===== src/rtl/alu_pkg.sv =====
// alu_pkg: ALU op codes and result-register occupancy states shared by alu and alu_arbiter.
package alu_pkg;
    typedef logic [3:0] alu_op_t;
    localparam alu_op_t ALU_AND = 4'b0000;
    localparam alu_op_t ALU_OR  = 4'b0001;
    localparam alu_op_t ALU_ADD = 4'b0010;
    localparam alu_op_t ALU_SUB = 4'b0011;
    localparam alu_op_t ALU_SLL = 4'b0100;
    localparam alu_op_t ALU_SRL = 4'b0101;
    localparam alu_op_t ALU_XOR = 4'b0110;
    localparam alu_op_t ALU_EQ  = 4'b1000;
    localparam alu_op_t ALU_NE  = 4'b1001;
    localparam alu_op_t ALU_LT  = 4'b1010;
    localparam alu_op_t ALU_GE  = 4'b1011;
    localparam alu_op_t ALU_SLT = 4'b1100;
    localparam alu_op_t ALU_ONE = 4'b1111;
    typedef enum logic {EMPTY, FULL} rsp_state_t;
endpackage


===== src/rtl/alu.sv =====
// alu: combinational ALU; compares yield 0/1, LT/GE are unsigned, SLT is signed, unused codes yield 0.
module alu
    import alu_pkg::*;
#(
    parameter int DATA_WIDTH = 32
) (
    input  alu_op_t               op,
    input  logic [DATA_WIDTH-1:0] a,
    input  logic [DATA_WIDTH-1:0] b,
    output logic [DATA_WIDTH-1:0] y
);
    localparam int SH_W = $clog2(DATA_WIDTH);
    logic [SH_W-1:0] sh;
    assign sh = b[SH_W-1:0];
    always_comb begin
        y = '0;
        case (op)
            ALU_AND: y = a & b;
            ALU_OR:  y = a | b;
            ALU_ADD: y = a + b;
            ALU_SUB: y = a - b;
            ALU_SLL: y = a << sh;
            ALU_SRL: y = a >> sh;
            ALU_XOR: y = a ^ b;
            ALU_EQ:  y = DATA_WIDTH'(a == b);
            ALU_NE:  y = DATA_WIDTH'(a != b);
            ALU_LT:  y = DATA_WIDTH'(a < b);
            ALU_GE:  y = DATA_WIDTH'(a >= b);
            ALU_SLT: y = DATA_WIDTH'($signed(a) < $signed(b));
            ALU_ONE: y = DATA_WIDTH'(1);
            default: y = '0;
        endcase
    end
endmodule


===== src/rtl/alu_arbiter.sv =====
// alu_arbiter: shares one ALU among NUM_REQ valid/ready requesters behind a one-entry result register.
// ALU_ARB_RR_EN selects round-robin arbitration; undefined gives fixed priority (lowest index wins).
module alu_arbiter
    import alu_pkg::*;
#(
    parameter int  DATA_WIDTH    = 32,
    parameter int  OPCODE_LENGTH = 4,
    parameter int  NUM_REQ       = 2,
    localparam int ID_W          = $clog2(NUM_REQ)
) (
    input  logic                             clk,
    input  logic                             rst_n,
    input  logic [NUM_REQ-1:0]               req_valid,
    output logic [NUM_REQ-1:0]               req_ready,
    input  logic [NUM_REQ*OPCODE_LENGTH-1:0] req_op,
    input  logic [NUM_REQ*DATA_WIDTH-1:0]    req_a,
    input  logic [NUM_REQ*DATA_WIDTH-1:0]    req_b,
    output logic                             rsp_valid,
    input  logic                             rsp_ready,
    output logic [DATA_WIDTH-1:0]            rsp_data,
    output logic [ID_W-1:0]                  rsp_id
);
    rsp_state_t state, state_nx;
    logic accept, found, hs;
    logic [ID_W-1:0] gnt;
    logic [DATA_WIDTH-1:0] alu_y;
    assign rsp_valid = state == FULL;
    assign accept    = rst_n & (~rsp_valid | rsp_ready);
    assign hs        = accept & found;
    assign req_ready = hs ? NUM_REQ'(1) << gnt : '0;
`ifdef ALU_ARB_RR_EN
    logic [ID_W-1:0] ptr;
    always_ff @(posedge clk) begin
        if (!rst_n)
            ptr <= '0;
        else if (hs)
            ptr <= (gnt == ID_W'(NUM_REQ - 1)) ? '0 : gnt + 1'b1;
    end
`endif
    // Descending scan so the candidate nearest the search start is the last one written.
    always_comb begin
        found = 1'b0;
        gnt   = '0;
        for (int i = NUM_REQ - 1; i >= 0; i--) begin
`ifdef ALU_ARB_RR_EN
            if (req_valid[(int'(ptr) + i) % NUM_REQ]) begin
                found = 1'b1;
                gnt   = ID_W'((int'(ptr) + i) % NUM_REQ);
            end
`else
            if (req_valid[i]) begin
                found = 1'b1;
                gnt   = ID_W'(i);
            end
`endif
        end
    end
    alu #(.DATA_WIDTH(DATA_WIDTH)) u_alu (
        .op (alu_op_t'(req_op[gnt*OPCODE_LENGTH +: OPCODE_LENGTH])),
        .a  (req_a[gnt*DATA_WIDTH +: DATA_WIDTH]),
        .b  (req_b[gnt*DATA_WIDTH +: DATA_WIDTH]),
        .y  (alu_y)
    );
    always_ff @(posedge clk) state <= !rst_n ? EMPTY : state_nx;
    always_comb state_nx = accept ? (found ? FULL : EMPTY) : state;
    always_ff @(posedge clk) begin
        if (!rst_n) begin
            rsp_data <= '0;
            rsp_id   <= '0;
        end else if (hs) begin
            rsp_data <= alu_y;
            rsp_id   <= gnt;
        end
    end
endmodule


===== config.mk =====
export PLATFORM = sky130hd
export DESIGN_NAME = alu_arbiter
export DESIGN_NICKNAME = d
export VERILOG_FILES = /design/src/rtl/alu_pkg.sv /design/src/rtl/alu.sv /design/src/rtl/alu_arbiter.sv
export SDC_FILE = /design/constraint.sdc
export NUM_CORES = 1
export LEC_CHECK = 0
export CELL_PAD_IN_SITES_DETAIL_PLACEMENT = 1
export CELL_PAD_IN_SITES_GLOBAL_PLACEMENT = 2
export CORE_ASPECT_RATIO = 0.8
export CORE_MARGIN = 3
export CORE_UTILIZATION = 38
export DETAILED_ROUTE_END_ITERATION = 6
export DONT_BUFFER_PORTS = 1
export PLACE_DENSITY = 0.89
export SLEW_MARGIN = 10
export SYNTH_ARGS = -nofsm -noshare
export SYNTH_HDL_FRONTEND = slang
export SYNTH_HIERARCHICAL = 1
export SYNTH_SLANG_ARGS = --single-unit

===== constraint.sdc =====
create_clock -name clk -period 7.4 [get_ports clk]
set_input_delay 1.48 -clock clk [delete_from_list [all_inputs] [get_ports clk]]
set_output_delay 1.48 -clock clk [all_outputs]
set_load 0.05 [all_outputs]

* Word level (Yosys, flattened, before mapping) *
Index checks and enable logic that the tools add are counted.

operators by class
  reduce and logical (&&, ||, !) cells = 1
  magnitude comparators = 3
  bitwise gates (word level) = 7
  equal/unequal tests = 14
  muxes and demuxes = 6
  shift operators = 6
  $add $sub $neg = 2

operator list
  kind                 count
  $pmux 32 s13         1
  $shiftx 64x7->32     2
  $lt 32x32->1         2
  $add 32x32->32       1
  $and 32x32->32       1
  $eq 32x32->1         1
  $ge 32x32->1         1
  $ne 32x32->1         1
  $or 32x32->32        1
  $shl 32x5->32        1
  $shr 32x5->32        1
  $sub 32x32->32       1
  $xor 32x32->32       1
  $eq 4x4->1 const B   6
  $eq 4x3->1 const B   3
  $eq 4x2->1 const B   2
  $shiftx 8x4->4       1
  $eq 4x1->1 const B   1
  $logic_not 4->1      1
  $mux 1               4
  $and 1x1->1          2
  $mux 2               1
  $shl 1x1->2 const A  1
  $not 1->1            1
  $or 1x1->1           1

word-level totals
  logic and storage cells = 42
  register bits = 34
  output and inout bits = 36

* Depth between registers and ports, before layout *
  depth in word-level cells = 5
  mapped depth = 22

* Modules after synthesis *
Netlist, hierarchy kept.

by module, submodules not included
  module       instances  area each (um^2)  cells each  seq. area each (um^2)
  alu          1          8489.4            1286        0.0
  alu_arbiter  1          2228.4            227         680.7

* Least setup slack after synthesis *
No wires, ideal clock.

  kind = input-to-reg
  start = input req_valid[1]
  end = register rsp_data[20]
  setup time = 72 ps
  cell stages on the path = 22
  data arrival time = 5731 ps
  slack = 1597 ps
  cells stage by stage = nor2b_1 > buf_6 > buf_6 > buf_8 > mux2_4 > inv_1 > buf_2 > buf_1 > buf_1 > ha_1 > buf_4 > a21oi_1 > o221ai_1 > o31ai_1 > o21ai_1 > a2111oi_0 > o21ba_2 > o21ai_0 > xnor2_1 > o211ai_1 > nand2_1 > mux2i_1

on the way
  longest elaborated chain between the ends = 5
  elaborated cells between the ends (all ways) = 28
  classes of those cells = add/sub: 2; eq/ne: 12; shift: 5; mux: 4; bitwise: 4; reduce/logical: 1

RTL lines
  item                                            line               source
  start: declaration                              alu_arbiter.sv:13  input logic [NUM_REQ-1:0] req_valid,
  $mux 1 * (2 in a row)                           alu_arbiter.sv:51  if (req_valid[i]) begin
  $shiftx 64x7->32, or another cell as far along  alu_arbiter.sv:60  .a (req_a[gnt*DATA_WIDTH +: DATA_WIDTH]),
  $sub 32x32->32, or another cell as far along    alu.sv:21          ALU_SUB: y = a - b;
  $pmux 32 s13 *                                  alu.sv:17          case (op)
  named net alu_y[20]                             alu_arbiter.sv:26  logic [DATA_WIDTH-1:0] alu_y;
  end signal: assignment                          alu_arbiter.sv:71  rsp_data <= alu_y;
  end: declaration                                alu_arbiter.sv:20  output logic [DATA_WIDTH-1:0] rsp_data,

Mark *: on every way through the listed nets, which the timed path passes. The rest lies on a longest branch.
A chain may end at the register's enable or synchronous reset.

* Final worst setup path *
  start = input req_valid[1]
  end = register rsp_data[0]

on the way
  longest elaborated chain between the ends = 5
  elaborated cells between the ends (all ways) = 33
  classes of those cells = add/sub: 2; order compare: 3; eq/ne: 14; shift: 5; mux: 4; bitwise: 4; reduce/logical: 1

RTL lines
  item                                            line
  $mux 1 * (2 in a row)                           alu_arbiter.sv:51
  $shiftx 64x7->32, or another cell as far along  alu_arbiter.sv:60
  $sub 32x32->32, or another cell as far along    alu.sv:21
  $pmux 32 s13 *                                  alu.sv:17
  named net alu_y[0]                              alu_arbiter.sv:26

Marks and branches as above.

==> run_results.csv <==
group,metric,value,unit
synthesis,synth_top_area_share,12.02,%
clocking,cts_htree_levels,2,
drt,first_pass_iters,5,
setup_path,crit_type,"input port to flip-flop",
synthesis,synth_top_family_by_area,"compound AO/OA/AOI/OAI gates",
synthesis,async_flop_share,0,%
sta,setup_tns,0,ns
pwr,p_int,0.7878,mW
grt,grt_pass1_wl,79.27,mm
setup_path,critPathRequiredTime,7.54,ns
grt,antenna_found_initial,1,
synthesis,synth_mux_area_share,21.85,%
drt,vias_per_cell,6.759,
cells_and_area,nFillCells,3477,
floorplanning,coreArea,0.02750,mm²
hold_path,min_path_type,"flip-flop to flip-flop",
pwr,comb_power_share,67.6,%
setup_path,crit_path_start_kind,"input port",
synthesis,synth_top_area_cell,"ha_1",
clocking,clock_path_buffers,2,
synthesis,synth_flop_cell,"dfxtp_1",
sta,final.setup_skew,0.006546,ns
place,place_congestion,1.066,
clocking,post_cts_buffers,0,
synthesis,netlist_area,0.01072,mm²
clocking,cts_made_buffers,5,
sta,period_minus_slack,6.427,ns
drt,detail-route-antenna-nets,0,
grt,grt_util_met2,51.09,%
cells_and_area,syn2layout_area_growth,2.521,%
grt,grt.met3_usage,7.038,%
drt,finalWirelength,53.92,mm
drt,drt_iter0_drc,1631,
synthesis,synth_area_leaders,"ha_1 12%, mux2_2 8.1%, mux2i_1 7.8%",
sta,slew_headroom,25.84,%
pwr,power_frac_seq,15.8,%
synthesis,synth-compound-area-share,29.84,%
grt,grt_max_degree,76,
run_status,status,"finished clean",
floorplanning,io-pin-count,177,
clocking,tritoncts,"yes",
cells_and_area,drive_above_1_share,11.85,%
grt,track_usage,34.06,%
synthesis,synthDistinctLibCells,81,
clocking,hold_buffers,0,
floorplanning,die_h,156.2,µm
synthesis,synth_edf_count,0,
synthesis,synth_area_per_cell,7.084,µm²
grt,use_met1,48.49,%
grt,grt_pass1_vias,11810,
clocking,clock-sinks,34,
clocking,clk_pin_slew,0.06,ns
place,portBuffers,0,
synthesis,synth_fa_ha_area_share,12.40,%
clocking,cts_resized,0,
cells_and_area,final_util,39.96,%
job,cap_viol_max_count,0,
synthesis,synth_fp_nets,1759,
clocking,cts-root-buf,"clkbuf_16",
pwr,p_clk_share,16.6,%
floorplanning,rows,54,
synthesis,synth_xor_area_share,1.798,%
pwr,p_per_area,159.8,mW/mm²
floorplanning,initial_core_util,38.98,%
sta,max_slew.worst_pin.slew,1.112,ns
cells_and_area,nets,1671,
synthesis,synthSimpleGateAreaFrac,18.54,%
clocking,clock_latency,0.29,ns
pwr,cellLeakagePower,4.496,nW
synthesis,ys_warn_count,6,
floorplanning,dieArea,0.03027,mm²
synthesis,synth.most_common_cell,"nand2_1",
sta,hold_violations,0,
drt,drc,0,
drt,routed_wire_length_per_instance,30.11,µm
pwr,power.share.switching,55.13,%
setup_path,cp_max_fo,69,
grt,top_usage_layer,"met2",
drt,vias,12110,
place,post-dp-hpwl,42.92,mm
sta,setup_viol,0,
setup_path,cp.arrival,6.56,ns
setup_path,setup.worst_path.end_class,"flip-flop",
synthesis,syn-instance-count,1513,
sta,min_period_over_period,86.85,%
sta,clock.fmax,155.6,MHz
pwr,vdd_drop_max,0.00009238,V
synthesis,synth_seq_area_share,6.351,%
sta,finalMaxSlewViolations,0,
synthesis,ys_top_cells_by_count,"170 x nand2_1, 156 x nor2_1, 135 x a21oi_1",
sta,rsz0062_at_grt,"false",
grt,gr-total-overflow,0,
floorplanning,chipWidth,193.8,µm
synthesis,ys_ff_latch,34,
pwr,p_switching,0.9681,mW
[through the flow]
step	hold slack (ns)	cell area, µm²	instances	setup slack [ns]	total power, mW
after detailed placement	0.6894	10790	1782	0.6965	1.414
after global routing	0.7185	10990	1790	0.6530	1.838
after CTS	0.7035	10990	1790	1.003	1.711
final	0.6979	10990	1791	0.9728	1.756
after global placement	0.6833	10790	1782	0.7230	1.400
after floorplan	0.6735	10720	1513	1.597	1.068
[flip-flops by register name, indices dropped and copies added, names as in the netlist]
signal,count
rsp_valid,1
rsp_id,1
rsp_data,32
[power groups by stage]
stage | combinational [mW] | clock (mW) | sequential (mW)
after global placement | 1.12 | 0 | 0.282
after detailed placement | 1.13 | 0 | 0.282
after CTS | 1.14 | 0.293 | 0.278
after floorplan | 0.794 | 0 | 0.274
final | 1.19 | 0.291 | 0.278
after global routing | 1.26 | 0.301 | 0.279
[metal layers]
layer | up-vias | wire (µm) | share of wire, %
met3 | 119 | 5841 | 11
met4 | 2 | 2242 | 4.2
met2 | 749 | 22580 | 42
li1 | 5318 | - | -
met1 | 5917 | 23240 | 43
met5 | - | 13 | 0.024
[logic make-up after synthesis]
| group | count (synthesis) |
|---|---|
| xor gates and xnor gates | 22 |
| adders and majority gates | 105 |
| DFF | 34 |
| muxes | 192 |
| AOI/OAI and AO/OA | 488 |
| and+or+nand+nor | 448 |
| buffers and inverters | 224 |
[layout by cell type (no fill, tap or decap), drive strengths merged, types with 20 or more instances in the layout]
| master | synthesis | final |
|---|---|---|
| dfxtp | 34 | 34 |
| a22oi | 25 | 25 |
| a211oi | 36 | 36 |
| o211ai | 25 | 25 |
| a21oi | 137 | 137 |
| xnor2 | 20 | 20 |
| mux2i | 84 | 84 |
| mux2 | 86 | 86 |
| nor3 | 21 | 21 |
| mux4 | 22 | 22 |
| inv | 106 | 106 |
| nand2 | 170 | 170 |
| nor2 | 156 | 156 |
| buf | 62 | 22 |
| o21ai | 112 | 112 |
| nand3 | 21 | 21 |
| a31oi | 20 | 20 |
| ha | 103 | 103 |
[cell type report]
| type | instances | area [µm²] | share of cell area (%) |
|---|---|---|---|
| clock buffer | 6 | 138.9 | 1.264 |
| sequential | 34 | 680.7 | 6.195 |
| multi-input combinational | 1255 | 9084 | 82.67 |
| antenna | 1 | 2.502 | 0.02277 |
| clock inverter | 2 | 60.06 | 0.5466 |
| timing repair buffer | 22 | 165.2 | 1.503 |
| inverter | 107 | 401.6 | 3.655 |
| tap | 364 | 455.4 | 4.145 |
[critical path: stages]
cell      delay, ns
nor2b_4        0.12
buf_4          0.51
mux2_4         0.44
buf_4          0.79
inv_1          0.48
ha_1           0.49
nor4_1         0.28
nand4_1        0.17
nor3_1         0.53
xnor2_1        0.13
nand3_1        0.11
o221ai_1       0.11
a311oi_1       0.47
o211ai_1       0.18
nand2_1        0.11
mux2i_1        0.06
[path summary, 6_finish.rpt]
kind / cells after the start / slack [ns] / to / start
setup / recovery: 16 / 0.97 / rsp_data[0]$_SDFFE_PN0P_ / req_valid[1]
hold / removal: 2 / 0.70 / rsp_data[18]$_SDFFE_PN0P_ / rsp_data[18]$_SDFFE_PN0P_
setup reg to reg: 3 / 5.39 / rsp_data[22]$_SDFFE_PN0P_ / rsp_valid$_SDFFE_PN0P_
hold reg to reg: 2 / 0.70 / rsp_data[18]$_SDFFE_PN0P_ / rsp_data[18]$_SDFFE_PN0P_
(Power assumes the default switching activity.)
==> variant 1, RTL diff (config.mk and constraints unchanged) <==
`DATA_WIDTH` is set to 32 in 2 places; all go to 64.
--- a/src/rtl/alu.sv
+++ b/src/rtl/alu.sv
@@ -4,3 +4,3 @@
 #(
-    parameter int DATA_WIDTH = 32
+    parameter int DATA_WIDTH = 64
 ) (
--- a/src/rtl/alu_arbiter.sv
+++ b/src/rtl/alu_arbiter.sv
@@ -5,3 +5,3 @@
 #(
-    parameter int  DATA_WIDTH    = 32,
+    parameter int  DATA_WIDTH    = 64,
     parameter int  OPCODE_LENGTH = 4,
Interface: changed (resized req_a, req_b and rsp_data); port bits go from 177 to 337. No check against the original RTL was run, so the function may have changed too.
==> variant 1 against the original RTL <==
  * Cell area increased by 120%
  * Setup slack got worse by 0.42 ns
  * Power increased by 140%
  * Wire length increased to 2.8 times the old value
  * Area after synthesis increased by 120%
  * Hold slack improved by 0.0071 ns
  * Sequential cell count increased by 32
  * Critical path depth increased by 1
  * Critical path type unchanged
  * Largest cell class unchanged
  * Highest routed layer unchanged
==> variant 1: results (changes against the original RTL) <==
The non-clock buffer total of the final layout was 132 (+500%). The signal arrival time at the worst endpoint is 7.06 ns (+0.50 ns). The non-filler instance count after layout is 3913 (+120%).

The source-to-sink clock delay at the later pin of the worst-skew pair came to 0.36 ns (+0.07 ns). The fraction of the mapped netlist area in compound gates is 28.1% (-1.7 points). The met3 capacity usage during global routing came out at 11.2% (+4.2 points). The clock skew after layout came to 0.00574 ns (-0.000802 ns). The worst relative slew slack came to 4.06% (-22 points).

The fraction of synthesized area in multiplexers came out at 25.9% (+4.0 points). The combined global-route utilization of all metal layers is 45.1% (+11 points). The worst hold path terminates at rsp_data[2]. The routability congestion estimate from global placement is 1.06 (-0.38%). The total met2 wirelength after detailed routing came out at 61.1 mm (+170%). The first-pass iteration count of the detailed router came out at 7 (+2).

The cell count after synthesis is 3231 (+110%). The total power of the final layout was 4.14 mW (+140%). The worst hold margin is 0.705 ns (+0.00705 ns). The pin count of the biggest net entering global routing is 132 (+74%). The global-route met2 utilization is 64.9% (+14 points). The via count of the first global-routing pass came to 26400 (+120%). The flow ran to the end, and the final reports show no timing, DRC or antenna violations. The detail-routed net length per standard cell came to 38.3 um (+27%). The count of clock tree sinks came out at 66 (+94%). The switching power as a share of total power is 60.8% (+5.7 points).

By area the synthesized netlist is led by ha_1 (11%), mux4_2 (9.4%), mux2i_1 (7.3%). The minimum setup slack among reg-to-reg paths came out at 5.08 ns (-0.31 ns). The inverter count of the layout excluding clock inverters came out at 210 (+96%).

The reg-to-reg critical path endpoint is rsp_data[35]. The met1 capacity usage during global routing is 60.5% (+12 points). The ratio of cells with drive above 1 in the final layout is 14.5% (+2.7 points). The initial antenna violation count came to 12 (+11). The global-route wire length before repair was 206 mm (+160%). The final antenna diode count is 6 (+5). The CTS H-tree depth is 3 (+1). From synthesis to final layout, the design area changed by 4.90%. The multi-input combinational area share came to 81.6% (-1.1 points).

The sum of routed wire segments on met1 came out at 61.1 mm (+160%). The number of fill cells in the layout is 7523 (+120%).
variant 1: changes by cell type in the layout (fill, tap and decap cells not counted), moves of 39 or more:
cell	delta
nor2_1	+207
nand2_1	+193
a21oi_1	+180
o21ai_0	+129
buf_4	+104
inv_1	+101
ha_1	+96
mux2i_1	+85
mux4_2	+75
mux2_4	+59
nor3_1	+42
o22ai_1	+39
variant 1: logic make-up after synthesis:
family	Yosys count
AO/OA/AOI/OAI	1023
XOR/XNOR	40
adder cells (fa/ha/maj)	201
buffers and inverters	461
flip-flops	66
multiplexers	431
AND/OR/NAND/NOR	1009
variant 1: critical path: stages:
cell	delay, ns
nor2b_4	0.18
buf_12	0.32
mux2_2	0.48
inv_1	0.08
ha_1	0.48
or4_4	0.64
or3_1	0.38
nor2_1	0.48
a21boi_0	0.72
nor3_2	0.22
o21ai_2	0.31
a21boi_1	0.23
o31a_1	0.30
a221oi_1	0.28
o21ai_1	0.09
nand2_1	0.09
mux2i_1	0.06
==> variant 2, RTL diff (same settings) <==
Made on the original files. Remove the case item `ALU_SUB` of the case on `op`.
--- a/src/rtl/alu.sv
+++ b/src/rtl/alu.sv
@@ -20,3 +20,2 @@
             ALU_ADD: y = a + b;
-            ALU_SUB: y = a - b;
             ALU_SLL: y = a << sh;
Formal check against the unedited RTL: not equivalent (Yosys sat finds a counterexample within 4 cycles, from zero or initial values and one cycle with rst_n low).
==> variant 2 against the original RTL <==
  * Setup slack better by 0.92 ns
  * Non-clock buffer count decreased by 7
  * Area after synthesis fell by 12%
  * Wire length is 22% lower
  * Sequential cell count unchanged
  * Synthesized cell count down 20%
  * Cell area shrank 13%
  * Power decreased by 19%
  * Critical endpoint is now rsp_data[20]
  * Highest routed layer unchanged
==> variant 2: results (changes against the original RTL) <==
The cell count after synthesis came to 1208 (-20%). The global-route wire length before repair is 62.2 mm (-22%). The largest voltage drop on the vdd net is 0.105 mV (+13%). The worst relative slew slack was 29.6% (+3.7 points). The number of fill cells in the layout came to 2917 (-16%). The commonest cells after synthesis are nand2_1 (134), nor2_1 (120), ha_1 (97). The combined global-route utilization of all metal layers came out at 30.1% (-3.9 points). The initial antenna violation count was 2 (+1).

The net count after synthesis is 1447 (-18%). The ratio of cells with drive above 1 in the final layout was 14.2% (+2.4 points). The signal arrival time at the worst endpoint came out at 5.70 ns (-0.86 ns). The detail-routed net length per standard cell came out at 29.1 um (-3.5%). The number of cells on the worst hold path came out at 2 (unchanged). The number of distinct library cells after synthesis came out at 73 (-9.9%). For hold timing, the worst endpoint is rsp_data[9]. After synthesis, the cell types taking the most area are ha_1 (13%), mux4_2 (12%), mux2i_1 (9.2%).

The via density per instance came to 6.67 (-1.4%). The flow ran to the end, and the final reports show no timing, DRC or antenna violations. The proportion of synthesized chip area in sequential cells is 7.22% (+0.87 points). The leakage component of the power came to 4.00 nW (-11%). The reg-to-reg critical path endpoint is rsp_data[25]. The highest fanout seen on the critical path is 21 (-70%).

The pin count of the biggest net entering global routing came to 70 (-7.9%). The final HPWL from detailed placement came out at 33.3 mm (-22%). In this run the most critical hold path is launched from rsp_data[9]. The initial DRC count came to 1102 (-32%). The via count of the first global-routing pass is 9500 (-20%). The post-placement cell area came out at 0.00941 sq mm (-13%). The routability congestion estimate from global placement is 1.02 (-4.4%).
## variant 2: cell count changes after synthesis, moves of 22 or more
cell      change
a21oi_1      -44
mux4_2       +27
nor2_1       -36
o21ai_0      -36
inv_1        -22
a211oi_1     -22
nand2_1      -36
## variant 2: worst max-delay path by stage
stage	startpoint	endpoint
floorplan	req_valid[1]	rsp_data[30]
global placement	req_valid[1]	rsp_data[20]
detailed placement	req_valid[1]	rsp_data[20]
CTS	req_valid[1]	rsp_data[20]
global route	req_valid[1]	rsp_data[0]
finish	req_valid[1]	rsp_data[20]
## variant 2: cell families after synthesis
group	after synthesis	share of synthesized area (%)
simple gates	343	15.9
buf+inv	180	9.28
fa+ha+maj	98	13.1
compound gates	320	22.4
xor+xnor	27	2.51
flops	34	7.22
mux	206	29.7
## variant 2: stage by stage
stage / instances / hold slack (ns) / worst slack, ns / util, % / total power [mW]
after floorplan: 1208 / 0.674 / 1.83 / - / 0.918
after global placement: 1441 / 0.682 / 1.82 / 39.4 / 1.16
after detailed placement: 1441 / 0.689 / 1.69 / 39.4 / 1.17
after CTS: 1449 / 0.703 / 1.97 / 40.1 / 1.40
after global routing: 1451 / 0.725 / 1.61 / 40.1 / 1.50
final: 1451 / 0.698 / 1.90 / 40.1 / 1.43
## variant 2: power by group
group	leakage, nW	internal (mW)	switching, mW
Sequential	0.277	0.197	0.0566
Combinational	3.64	0.338	0.613
Clock	0.0832	0.152	0.0728
## variant 2: layer usage
layer | track usage [%] | vias to the layer above | part of all wire (%)
li1 | - | 4258 | -
met1 | 44.0 | 4790 | 44
met2 | 42.1 | 576 | 40
met3 | 11.5 | 47 | 14
met4 | 5.37 | 2 | 1.7
met5 | 2.18 | - | 0.19
## variant 2: final cells by class
cell class | instances | area share, %
Antenna cell | 2 | 0.0522
Clock buffer | 8 | 1.74
Inverter | 86 | 3.37
Multi-Input combinational cell | 994 | 82.4
Sequential cell | 34 | 7.10
Tap cell | 312 | 4.07
Timing Repair Buffer | 15 | 1.31
## variant 2: worst max-delay path, stage by stage
cell and delay [ns]:
nor2b_4 0.15, buf_4 0.32, mux2_4 0.46, ha_1 0.31
fa_1 0.42, a21o_2 0.22, a221oi_2 0.39, a211oi_2 0.18
o31ai_2 0.45, a31oi_1 0.29, a21oi_1 0.33, xnor2_1 0.12
o211ai_1 0.28, nand2_1 0.10, mux2i_1 0.15
